`src/rtl/alu16_arbiter.sv`:
```
// alu16_arbiter
// Two-client round-robin arbiter and sequencer for a shared, purely
// combinational 16-bit signed ALU. The winner's operands are registered
// onto alu_*, the ALU result is captured one cycle later into res_*, and
// a one-cycle done pulse is returned to the client that was served.
//
// Ports:
//   clk, rst_n                  clock, asynchronous active-low reset
//   req0/req1                   operation request per client
//   n0,m0,opc0,c0 / n1,m1,...   operands, opcode and carry-in per client
//   alu_n,alu_m,alu_opc,alu_c   registered operands driven to the ALU
//   alu_f,alu_zer,alu_neg       combinational ALU result and flags
//   gnt                         one-hot grant, held from grant through DONE
//   done0/done1                 one-cycle result-valid pulse per client
//   res_f,res_zer,res_neg       captured result, held until next capture
//   busy                        high whenever the sequencer is not idle
module alu16_arbiter (
    input  logic        clk,
    input  logic        rst_n,
    input  logic        req0,
    input  logic        req1,
    input  logic [15:0] n0,
    input  logic [15:0] m0,
    input  logic [15:0] n1,
    input  logic [15:0] m1,
    input  logic [2:0]  opc0,
    input  logic [2:0]  opc1,
    input  logic        c0,
    input  logic        c1,
    output logic [15:0] alu_n,
    output logic [15:0] alu_m,
    output logic [2:0]  alu_opc,
    output logic        alu_c,
    input  logic [15:0] alu_f,
    input  logic        alu_zer,
    input  logic        alu_neg,
    output logic [1:0]  gnt,
    output logic        done0,
    output logic        done1,
    output logic [15:0] res_f,
    output logic        res_zer,
    output logic        res_neg,
    output logic        busy
);

    typedef enum logic [1:0] {
        IDLE = 2'd0,
        EXEC = 2'd1,
        DONE = 2'd2
    } state_t;

    state_t state;
    logic   ptr;   // client favoured when both request
    logic   pick;  // client that wins if a grant happens this cycle

    // A lone requester always wins; on contention the pointer decides.
    always_comb begin
        if (req0 && req1)
            pick = ptr;
        else
            pick = req1;
    end

    always_ff @(posedge clk or negedge rst_n) begin
        if (!rst_n) begin
            state   <= IDLE;
            ptr     <= 1'b0;
            gnt     <= '0;
            done0   <= 1'b0;
            done1   <= 1'b0;
            alu_n   <= '0;
            alu_m   <= '0;
            alu_opc <= '0;
            alu_c   <= 1'b0;
            res_f   <= '0;
            res_zer <= 1'b0;
            res_neg <= 1'b0;
        end else begin
            done0 <= 1'b0;
            done1 <= 1'b0;
            case (state)
                IDLE: begin
                    if (req0 || req1) begin
                        if (pick) begin
                            alu_n   <= n1;
                            alu_m   <= m1;
                            alu_opc <= opc1;
                            alu_c   <= c1;
                            gnt     <= 2'b10;
                        end else begin
                            alu_n   <= n0;
                            alu_m   <= m0;
                            alu_opc <= opc0;
                            alu_c   <= c0;
                            gnt     <= 2'b01;
                        end
                        ptr   <= ~pick;
                        state <= EXEC;
                    end
                end
                EXEC: begin
                    res_f   <= alu_f;
                    res_zer <= alu_zer;
                    res_neg <= alu_neg;
                    done0   <= gnt[0];
                    done1   <= gnt[1];
                    state   <= DONE;
                end
                DONE: begin
                    gnt   <= '0;
                    state <= IDLE;
                end
                default: begin
                    gnt   <= '0;
                    state <= IDLE;
                end
            endcase
        end
    end

    assign busy = (state != IDLE);

endmodule

```
`config.mk`:
```
export PLATFORM = sky130hd
export DESIGN_NAME = alu16_arbiter
export DESIGN_NICKNAME = d
export VERILOG_FILES = /design/src/rtl/alu16_arbiter.sv
export SDC_FILE = /design/constraint.sdc
export NUM_CORES = 1
export LEC_CHECK = 0
export BUFFER_PORTS_ARGS = -buffer_cell sky130_fd_sc_hd__buf_4
export CORE_MARGIN = 10
export CORE_UTILIZATION = 45
export DETAILED_ROUTE_END_ITERATION = 6
export GPL_ROUTABILITY_DRIVEN = 0
export PLACE_DENSITY_LB_ADDON = 0.15
export SLEW_MARGIN = 30
export SYNTH_ARGS = -nofsm -noshare
export SYNTH_HDL_FRONTEND = slang
export SYNTH_SLANG_ARGS = --single-unit
```
`constraint.sdc`:
```
create_clock -name clk -period 1.9 [get_ports clk]
set_input_delay 0.38 -clock clk [delete_from_list [all_inputs] [get_ports clk]]
set_output_delay 0.38 -clock clk [all_outputs]
set_load 0.005 [all_outputs]
```
==> Word-level counts from Yosys, hierarchy flattened <==
Cells that the tools add are included.
{ "classes": {"eq_ne": 2, "mux": 12, "bitwise": 2, "reduce_logical": 6} }
{ "op_table": {"columns": ["op", "n"], "rows": [
  ["16-bit 2-to-1 mux", 2],
  ["2-bit case mux with 2 select lines", 2],
  ["2-bit 2-to-1 mux", 3],
  ["1-bit 2-to-1 mux", 4],
  ["2-bit AND reduction", 2],
  ["3-bit 2-to-1 mux", 1],
  ["2-bit by 1-bit equality test with 1-bit output, second input constant", 1],
  ["2-bit zero test", 1],
  ["2-bit != test, second input constant", 1],
  ["1-bit NOT", 2],
  ["2-bit nonzero test", 1],
  ["1-bit logical AND", 1],
  ["1-bit logical OR", 1]
]} }
{ "word_totals": {"reg_bits": 61, "in_bits": 94, "output_inout_bits": 59, "wordCells": 34} }

==> Depth between registers and ports, before layout <==
Gate-level depths: netlist of the first run.
{ "logic_depth": {"word_depth": 5, "ltp_mapped": 6, "ltp_nobuf": 4} }

==> Least setup slack after synthesis of the first run <==
Ideal clock, no wire load.
{ "synth_timing": {"path_type": "reg-to-reg", "from": "register state[0]", "to": "register alu_m[1]", "arrival_time_ps": 1197, "required_ps": 1766, "path_slack_ps": 568, "stages_incl_launch_ff": 7, "n_path_buf": 2, "period_less_slack_ps": 1332, "path_cell_list": "dfrtp_1 -> nor2_1 -> inv_1 -> buf_2 -> buf_2 -> o21ai_0 -> o221ai_2"} }
{ "synth_via": {"elab_chain_cells": 2} }
{ "synth_lines": {"columns": ["item", "line_no", "source"], "rows": [
  ["start: declaration", "52", "state_t state;"],
  ["start signal: assignment", "66", "state <= IDLE;"],
  ["start signal: assignment", "98", "state <= EXEC;"],
  ["start signal: assignment", "107", "state <= DONE;"],
  ["2-bit zero test", "81", "case (state)"],
  ["2-bit AND reduction (no source line)", null, null],
  ["end signal: assignment", "86", "alu_m <= m1;"],
  ["end signal: assignment", "92", "alu_m <= m0;"],
  ["end: declaration", "31", "output logic [15:0] alu_m,"]
]} }
No other way between the ends.
A chain may end at the register's enable or synchronous reset.

==> Worst setup path after layout of the first run <==
{ "layout_timing": {"from": "register state[0]", "to": "output busy"} }
{ "layout_via": {"elab_chain_cells": 1} }
{ "layout_lines": {"columns": ["item", "line_no", "source"], "rows": [
  ["2-bit nonzero test", "121", "assign busy = (state != IDLE);"],
  ["end: declaration", "43", "output logic busy"]
]} }
No other way between the ends.

==> metrics, run 1 <==
Cell variety after synth=22; # nets final=510; DRC viols=0; Post-CTS Setup Inserts=0; status=complete, no violations; Worst Path Arrival=1.33 ns; hold_ws=0.124 ns; Slew @ Worst Pin=0.779 ns; Wirelength per Cell=17.4 um; Routed Wire Length=8650 um; highest ir drop seen on vdd=748 uV; DIE HEIGHT=100 um; Tmin final=1.71 ns; Yosys warnings=0; post_cts resized=0; Syn Inst Count=262; Seq/Total Area, Yosys=52.6%; commonest non-fill, non-tap cell in the layout=buf_4; drt pass-1 iters=4; most frequent cells in the layout=159 x buf_4, 76 x inv_1, 61 x dfrtp_1; Final Max Slew Viols=0; Relative slew margins=48.0%; maxcap violations=0; ANT nets after route=0; Filler cells=515; CTS sink count=61; Initial Util=46.0%; largest fanout on the critical path=11; Crit. End Element=output pin; clock latency on the worst-skew pair=0.33 ns; FF+latch area=1530 um2; DRT iter0 DRCs=75; core area=6310 um2; vias in the first global route=2776; PortBufs=152; Root Buffer=clkbuf_8; crit start category=flip-flop; grt total ovfl=0; die width=100 um; RSZ-0062 raised after global routing=false; total power=0.00632 W; IO Count=153; Post-Syn Area=2900 um2; area of the die=10100 um2; initial antenna violation count=0; row count=29; mean post-synth cell area=11.1 um2; Layout area overhead=48.5%; TritonCTS clock tree=built; Hold Fails Final Rpt=0; antenna fix cells=0; Setup Crit Path Kind=flip-flop to output pin; HP Class=primary input to async pin; Tcrit/Tclk final=90.1%; Multi-input gate area=995 um2; GRT Total Usage=17.0%; Setup Skew=0.00782 ns; Synthesized Nets=356; clk buf depth=2; setup TNS=0 ns; largest net degree at the start of global routing=62; Max Clk Rate=584 MHz; share of cells above drive strength 1=53.0%; hold buffers post-CTS=0; worst path required time=1.52 ns; routed via count=2497; Reg clk slew, reported paths=0.07 ns; leakage power total=2.27 nW; cts bufs inserted=9; first-pass GRT wire length=14000 um; Setup violations, final=0; FF+latch count, synth=61; dpl hpwl=6620 um; Via density=5.01; Pwr Density=1470 nW/um2; depth of the CTS H-tree=3
==> registers in the layout, summed over array words and instances (netlist names) <==
name and count:
ptr 1, gnt 2, alu_m 16, state 2, alu_opc 3, res_zer 1
res_neg 1, res_f 16, alu_c 1, alu_n 16, done0 1, done1 1
==> power breakdown <==
part | internal [W] | total [W] | switching [W] | leakage, nW
Sequential | 0.00194 | 0.00228 | 0.000339 | 0.744
Clock | 0.000633 | 0.00112 | 0.000488 | 0.103
Combinational | 0.00164 | 0.00292 | 0.00128 | 1.43
==> synthesized netlist by cell type <==
library cell | count | share of area (%)
clkbuf_2 | 1 | 0.17
o21ba_2 | 1 | 0.34
nand2_1 | 2 | 0.26
nand2b_4 | 1 | 0.47
nand2b_1 | 2 | 0.43
dfrtp_1 | 61 | 53
buf_6 | 4 | 1.6
nor2_1 | 5 | 0.65
o21ai_0 | 35 | 6.0
buf_2 | 7 | 1.2
inv_1 | 76 | 9.8
a21oi_1 | 1 | 0.17
o221ai_1 | 7 | 2.1
nand3_1 | 1 | 0.17
mux2_2 | 14 | 5.4
and2_1 | 1 | 0.22
a32oi_1 | 1 | 0.30
clkbuf_1 | 5 | 0.65
o21ai_1 | 3 | 0.52
mux2_1 | 4 | 1.6
o221ai_2 | 29 | 15
a211o_1 | 1 | 0.30
==> path summary, 6_finish.rpt <==
path	start	cells past startpoint	slack (ns)	endpoint
worst max register to register	state[0]$_DFFE_PN0P_	4	0.31	alu_m[11]$_DFFE_PN0P_
worst max-delay path	state[0]$_DFFE_PN0P_	3	0.19	busy
min in group clk	alu_f[8]	2	0.26	res_f[8]$_DFFE_PN0N_
worst min register to register	res_f[8]$_DFFE_PN0N_	1	0.50	res_f[8]$_DFFE_PN0N_
worst min-delay path	rst_n	1	0.12	res_f[10]$_DFFE_PN0N_
max in group asynchronous	rst_n	1	1.25	alu_n[3]$_DFFE_PN0P_
==> layout make-up <==
type / instances / area share, %
multi-input combinational: 108 / 23.1
clock buffer: 11 / 3.28
sequential: 61 / 35.4
inverter: 76 / 6.62
tap: 77 / 2.24
clock inverter: 5 / 1.16
timing repair buffer: 160 / 28.2
==> logic make-up after synthesis <==
kind of cell	synth area share, %
multiplexers	6.99
buffers and inverters	13.4
AND/OR/NAND/NOR	2.20
flip-flops	52.6
AO/OA/AOI/OAI	24.8
==> worst max-delay path: stages (launching register included) <==
cell,delay [ns]
dfrtp_1,0.43
nor2_1,0.18
inv_1,0.20
buf_4,0.19
==> metal layers <==
metal | up-vias | part of all wire [%] | GRT usage (%)
met5 | - | 0 | 0
met3 | 6 | 9.8 | 7.14
met2 | 99 | 48 | 26.8
met4 | 0 | 0.84 | 5.87
met1 | 1209 | 42 | 20.3
li1 | 1183 | - | -
==> stage by stage <==
step                setup slack (ns)  std cells  cell area (um2)  util [%]
floorplan                      0.568        262             2900         -
global placement               0.348        482             4120      65.2
detailed placement             0.321        482             4120      65.2
CTS                            0.175        498             4310      68.2
global route                  0.0739        498             4310      68.2
finish                         0.189        498             4310      68.2
No activity file was read; power rests on OpenSTA's default activity.
==> run 2: changes to the inputs <==
--- a/config.mk
+++ b/config.mk
@@ -6,11 +6,12 @@
 export NUM_CORES = 1
 export LEC_CHECK = 0
 export BUFFER_PORTS_ARGS = -buffer_cell sky130_fd_sc_hd__buf_4
+export CORE_ASPECT_RATIO = 0.7
 export CORE_MARGIN = 10
 export CORE_UTILIZATION = 45
 export DETAILED_ROUTE_END_ITERATION = 6
 export GPL_ROUTABILITY_DRIVEN = 0
-export PLACE_DENSITY_LB_ADDON = 0.15
+export PLACE_DENSITY = 0.85
 export SLEW_MARGIN = 30
 export SYNTH_ARGS = -nofsm -noshare
 export SYNTH_HDL_FRONTEND = slang
==> run 2 against run 1 <==
Combinational power barely moved; worst setup slack worse by 0.11 ns; non-clock buffer count up 2; maximum frequency decreased by 5.9%; register-to-register slack got worse by 0.11 ns; first-iteration DRC count rose by 89%; critical endpoint unchanged; via count is 1.3% lower; core utilization rose by 1.2 points; final area is 0.70% higher; power rose by 2.6%.
==> metrics, run 2 (synthesis gave the netlist of run 1 again) <==
Wirelength per Cell=17.2 um (-1.1%); dpl hpwl=6590 um (-0.55%); final core utilization=69.5% (+1.2 points); TritonCTS clock tree=built; CTS sink count=61 (unchanged); HP Class=primary input to async pin; Via density=4.91 (-2.1%); Setup violations, final=0 (unchanged); sw frac=33.1% (-0.20 points); DIE HEIGHT=87.2 um (-13%); DP Worst Slack=0.213 ns (-0.108 ns); CP max stage delay=0.44 ns (about the same); largest fanout on the critical path=6 (-5); initial antenna violation count=0 (unchanged); GRT Total Usage=16.6% (-0.32 points); PortBufs=152 (unchanged); share of cells above drive strength 1=53.5% (+0.57 points); commonest non-fill, non-tap cell in the layout=buf_4; Routed Wire Length=8620 um (-0.32%); grt total ovfl=0 (unchanged); antenna fix cells=0 (unchanged); Tcrit/Tclk final=95.8% (+5.7 points); Final Max Slew Viols=0 (unchanged); Comb pwr share=45.4% (-0.8 points); sequential share of power=35.6% (-0.5 points); row count=24 (-17%); Worst Path Arrival=1.44 ns (+0.11 ns); clk buf depth=2 (unchanged); most frequent cells in the layout=162 x buf_4, 75 x inv_1, 61 x dfrtp_1; internal power=0.00434 W (+3.0%); largest net degree at the start of global routing=62 (unchanged); Crit. End Element=output pin; Largest regs=alu_m: 16 flops, alu_n: 16 flops, res_f: 16 flops; core area=6250 um2 (-1.1%); die width=116 um (+16%); Final WS setup=0.0806 ns (-0.108 ns); leakage power total=2.28 nW (+0.10%); Setup Crit Path Kind=flip-flop to output pin; area of the die=10100 um2 (+0.51%); status=complete, no violations; IO Count=153 (unchanged); depth of the CTS H-tree=3 (unchanged); worst path required time=1.52 ns (about the same); Root Buffer=clkbuf_8; Buf+Inv Stages, Crit Path=2 (unchanged); Relative slew margins=48.3% (+0.28 points); Slew @ Worst Pin=0.775 ns (-0.00426 ns); cts bufs inserted=9 (unchanged); Tmin final=1.82 ns (+0.108 ns); Top delay family on crit path=flip-flops; drt pass-1 iters=4 (unchanged); DRC viols=0 (unchanged); ANT nets after route=0 (unchanged); Hold Fails Final Rpt=0 (unchanged); Slowest-stage cell, CP=dfrtp_1; crit start category=flip-flop; Setup Skew=0.00722 ns (-0.000602 ns); Reg clk slew, reported paths=0.07 ns (about the same); Layout area overhead=49.5%; clock share of power=19.0% (+1.3 points); setup TNS=0 ns (unchanged); Psw=0.00215 W (+2.0%); routed via count=2464 (-1.3%); hold buffers post-CTS=0 (unchanged); clock latency on the worst-skew pair=0.33 ns (about the same); highest ir drop seen on vdd=727 uV (-2.8%); Max Clk Rate=550 MHz (-5.9%); vias in the first global route=2632 (-5.2%); critical-path cell list=nor2_2 -> clkinvlp_4 -> buf_4; Pwr Density=1500 nW/um2 (+1.9%); # nets final=513 (+0.59%); DRT iter0 DRCs=142 (+89%); maxcap violations=0 (unchanged); Initial Util=46.5% (+0.50 points); first-pass GRT wire length=13300 um (-4.4%)
## run 2: path summary, 6_finish.rpt
check                                     start                     to  slack [ns]  cells past startpoint
max                        state[0]$_DFFE_PN0P_                   busy        0.08                      3
min                                       rst_n   alu_n[8]$_DFFE_PN0P_        0.11                      1
max reg2reg                state[0]$_DFFE_PN0P_  alu_n[13]$_DFFE_PN0P_        0.20                      5
min reg2reg                res_f[8]$_DFFE_PN0N_   res_f[8]$_DFFE_PN0N_        0.50                      1
max in group asynchronous                 rst_n   res_f[2]$_DFFE_PN0N_        1.26                      1
min in group clk                       alu_f[8]   res_f[8]$_DFFE_PN0N_        0.26                      2
## run 2: cell type report
class | instances | area, um2
fillers | 480 | 1910
flip-flops and latches | 61 | 1530
repair buffers | 162 | 1220
multi-input cells | 108 | 997
inverters | 76 | 289
clock buffers | 11 | 131
well taps | 78 | 97.6
clock inverters | 5 | 75.1
repair inverters | 1 | 5.00
## run 2: through the flow
stage          cell area (um2)  hold slack [ns]  instances  total power [W]
3_3_place_gp              4110            0.470        483          0.00516
6_report                  4340            0.107        502          0.00649
5_1_grt                   4340            0.169        502          0.00695
4_1_cts                   4310            0.142        499          0.00651
3_5_place_dp              4110            0.482        483          0.00527
2_1_floorplan             2900           0.0844        262          0.00376
## run 2: timing repair
item | 4_1_cts | 5_1_grt
setup endpoints to repair | 0 | 1
gates resized for setup | 0 | 2
endpoints found under the hold margin | 0 | 0
setup buffers | 0 | 2
## run 2: worst reg2reg max path, cell delays in order, from the launching register on
cell and delay (ns):
dfrtp_1 0.44, nor2_2 0.29, clkinvlp_4 0.22, buf_4 0.23
o21ai_0 0.26, o221ai_2 0.14
## run 2: routing by layer
| layer | global-route usage (%) | vias up | part of all wire [%] |
|---|---|---|---|
| li1 | - | 1188 | - |
| met1 | 19.8 | 1164 | 41 |
| met2 | 26.5 | 106 | 48 |
| met3 | 8.47 | 6 | 11 |
| met4 | 3.28 | 0 | 0.57 |
| met5 | 0 | - | 0 |
## run 2: power by group through the flow
stage          combinational, W  sequential [W]  clock (W)
2_1_floorplan           0.00145         0.00230          0
3_3_place_gp            0.00287         0.00229          0
3_5_place_dp            0.00295         0.00231          0
4_1_cts                 0.00294         0.00231    0.00126
5_1_grt                 0.00325         0.00238    0.00132
6_report                0.00295         0.00231    0.00123
==> run 3: changes to the inputs <==
--- a/config.mk
+++ b/config.mk
@@ -8,10 +8,12 @@
 export BUFFER_PORTS_ARGS = -buffer_cell sky130_fd_sc_hd__buf_4
 export CORE_ASPECT_RATIO = 0.7
 export CORE_MARGIN = 10
-export CORE_UTILIZATION = 45
+export CORE_UTILIZATION = 47
+export CTS_BUF_LIST = sky130_fd_sc_hd__clkbuf_8
 export DETAILED_ROUTE_END_ITERATION = 6
 export GPL_ROUTABILITY_DRIVEN = 0
-export PLACE_DENSITY = 0.85
+export PLACE_DENSITY = 0.88
+export SKIP_CTS_REPAIR_TIMING = 1
 export SLEW_MARGIN = 30
 export SYNTH_ARGS = -nofsm -noshare
 export SYNTH_HDL_FRONTEND = slang
==> run 3 against run 2 <==
Maximum frequency is 1.0% higher; clock power about the same; sequential cell count unchanged; non-clock buffer count shrank 1; critical path depth did not move; largest power group unchanged; sequential share of layout area is 0.12 points higher; register-to-register slack barely moved.
==> metrics, run 3 (synthesis gave the netlist of run 1 again) <==
DRT iter0 DRCs=139 (-2.1%); dpl hpwl=6980 um (+6.0%); Wirelength per Cell=18.0 um (+4.7%); Largest regs=alu_m: 16 flops, alu_n: 16 flops, res_f: 16 flops; row count=23 (-4.2%); initial antenna violation count=0 (unchanged); Routed Wire Length=8940 um (+3.7%); first-pass GRT wire length=14100 um (+5.7%); R2R setup slack=0.20 ns (about the same); critical-path cell list=nor2_1 -> inv_1 -> buf_4; Relative slew margins=48.7% (+0.39 points); largest fanout on the critical path=17 (+11); commonest non-fill, non-tap cell in the layout=buf_4; Worst Path Arrival=1.42 ns (-0.02 ns); largest net degree at the start of global routing=62 (unchanged); clock latency on the worst-skew pair=0.34 ns (about the same); clk buf depth=2 (unchanged); clock share of power=19.5% (+0.5 points); Setup violations, final=0 (unchanged); core area=5840 um2 (-6.5%); Pwr Density=1500 nW/um2 (+0.35%); Root Buffer=clkbuf_8; Hold Fails Final Rpt=0 (unchanged); total power=0.00649 W (about the same); cts bufs inserted=9 (unchanged); Tmin final=1.80 ns (-0.0185 ns); worst path required time=1.52 ns (about the same); DRC viols=0 (unchanged); Top delay family on crit path=buffers and inverters; crit start category=flip-flop; Reg clk slew, reported paths=0.07 ns (about the same); CP max stage delay=0.43 ns (about the same); Final WS setup=0.0991 ns (+0.0185 ns); grt total ovfl=0 (unchanged); DP Worst Slack=0.260 ns (+0.0469 ns); share of cells above drive strength 1=53.3% (-0.22 points); depth of the CTS H-tree=3 (unchanged); Layout area overhead=49.0%; Slew @ Worst Pin=0.769 ns (-0.00590 ns); status=complete, no violations; HP Class=primary input to async pin; Via density=5.02 (+2.2%); ANT nets after route=0 (unchanged); sw frac=33.8% (+0.61 points); Final Max Slew Viols=0 (unchanged); Buf+Inv Stages, Crit Path=2 (unchanged); Comb pwr share=45.1% (-0.3 points); RSZ-0062 raised after global routing=false; Initial Util=49.7% (+3.2 points); Psw=0.00219 W (+1.8%); DIE HEIGHT=85.7 um (-1.7%); Slowest-stage cell, CP=dfrtp_1; antenna fix cells=0 (unchanged); Tcrit/Tclk final=94.8% (-0.97 points); internal power=0.00430 W (-0.91%); maxcap violations=0 (unchanged); Crit. End Element=output pin; Max Clk Rate=555 MHz (+1.0%); setup TNS=0 ns (unchanged); IO Count=153 (unchanged); TritonCTS clock tree=built; # nets final=511 (-0.39%); most frequent cells in the layout=161 x buf_4, 76 x inv_1, 61 x dfrtp_1; GRT Total Usage=18.1% (+1.5 points); drt pass-1 iters=4 (unchanged); CTS sink count=61 (unchanged); die width=114 um (-1.8%); highest ir drop seen on vdd=868 uV (+20%); Setup Crit Path Kind=flip-flop to output pin; Setup Skew=0.00353 ns (-0.00369 ns); vias in the first global route=2769 (+5.2%); PortBufs=152 (unchanged); routed via count=2494 (+1.2%); sequential share of power=35.4% (-0.2 points); leakage power total=2.27 nW (about the same); area of the die=9770 um2 (-3.4%)
-- run 3: cell types whose count changed in the layout (fill, tap and decap cells not counted) --
cell,change
inv_1,+1
nor2_1,+1
clkinvlp_2,-1
nor2_2,-1
buf_4,-1
clkinvlp_4,+1
clkbuf_1,-2
-- run 3: power groups by stage --
stage	logic (W)	clock network (W)	registers, W
2_1_floorplan	0.00145	0	0.00230
3_3_place_gp	0.00288	0	0.00228
3_5_place_dp	0.00298	0	0.00231
4_1_cts	0.00299	0.00128	0.00230
5_1_grt	0.00322	0.00135	0.00239
6_report	0.00293	0.00126	0.00230
-- run 3: per-layer routing --
metal	track usage, %	vias to the layer above	part of all wire, %
met5	0	-	0
met4	5.45	0	0.85
met3	8.77	7	11
met2	29.5	107	48
met1	20.6	1190	40
li1	-	1190	-
-- run 3: worst register-to-register path: cells and delay by family, from the launching register on --
family | cells | cell delay (ns)
flops | 1 | 0.43
buf+inv | 2 | 0.53
simple gates | 1 | 0.20
compound gates | 2 | 0.42
-- run 3: final timing paths --
path,from,endpoint,cells past startpoint
max,state[0]$_DFFE_PN0P_,busy,3
min,rst_n,res_f[13]$_DFFE_PN0N_,1
max reg2reg,state[0]$_DFFE_PN0P_,alu_n[2]$_DFFE_PN0P_,5
min reg2reg,res_f[11]$_DFFE_PN0N_,res_f[11]$_DFFE_PN0N_,1
max in group asynchronous,rst_n,alu_m[6]$_DFFE_PN0P_,1
min in group clk,alu_f[11],res_f[11]$_DFFE_PN0N_,2
-- run 3: stage by stage --
step | cells | util (%) | area [um2] | hold WS [ns]
2_1_floorplan | 262 | - | 2900 | 0.0844
3_3_place_gp | 481 | 70.3 | 4110 | 0.476
3_5_place_dp | 481 | 70.3 | 4110 | 0.491
4_1_cts | 497 | 74.0 | 4320 | 0.133
5_1_grt | 497 | 74.0 | 4320 | 0.159
6_report | 497 | 74.0 | 4320 | 0.104
-- run 3: area by class of cell --
cell class | instances | area, um2
multi-input combinational | 108 | 995
clock inverter | 7 | 90.1
tap | 75 | 93.8
inverter | 76 | 285
fill | 415 | 1520
sequential | 61 | 1530
timing repair buffer | 161 | 1210
clock buffer | 9 | 124
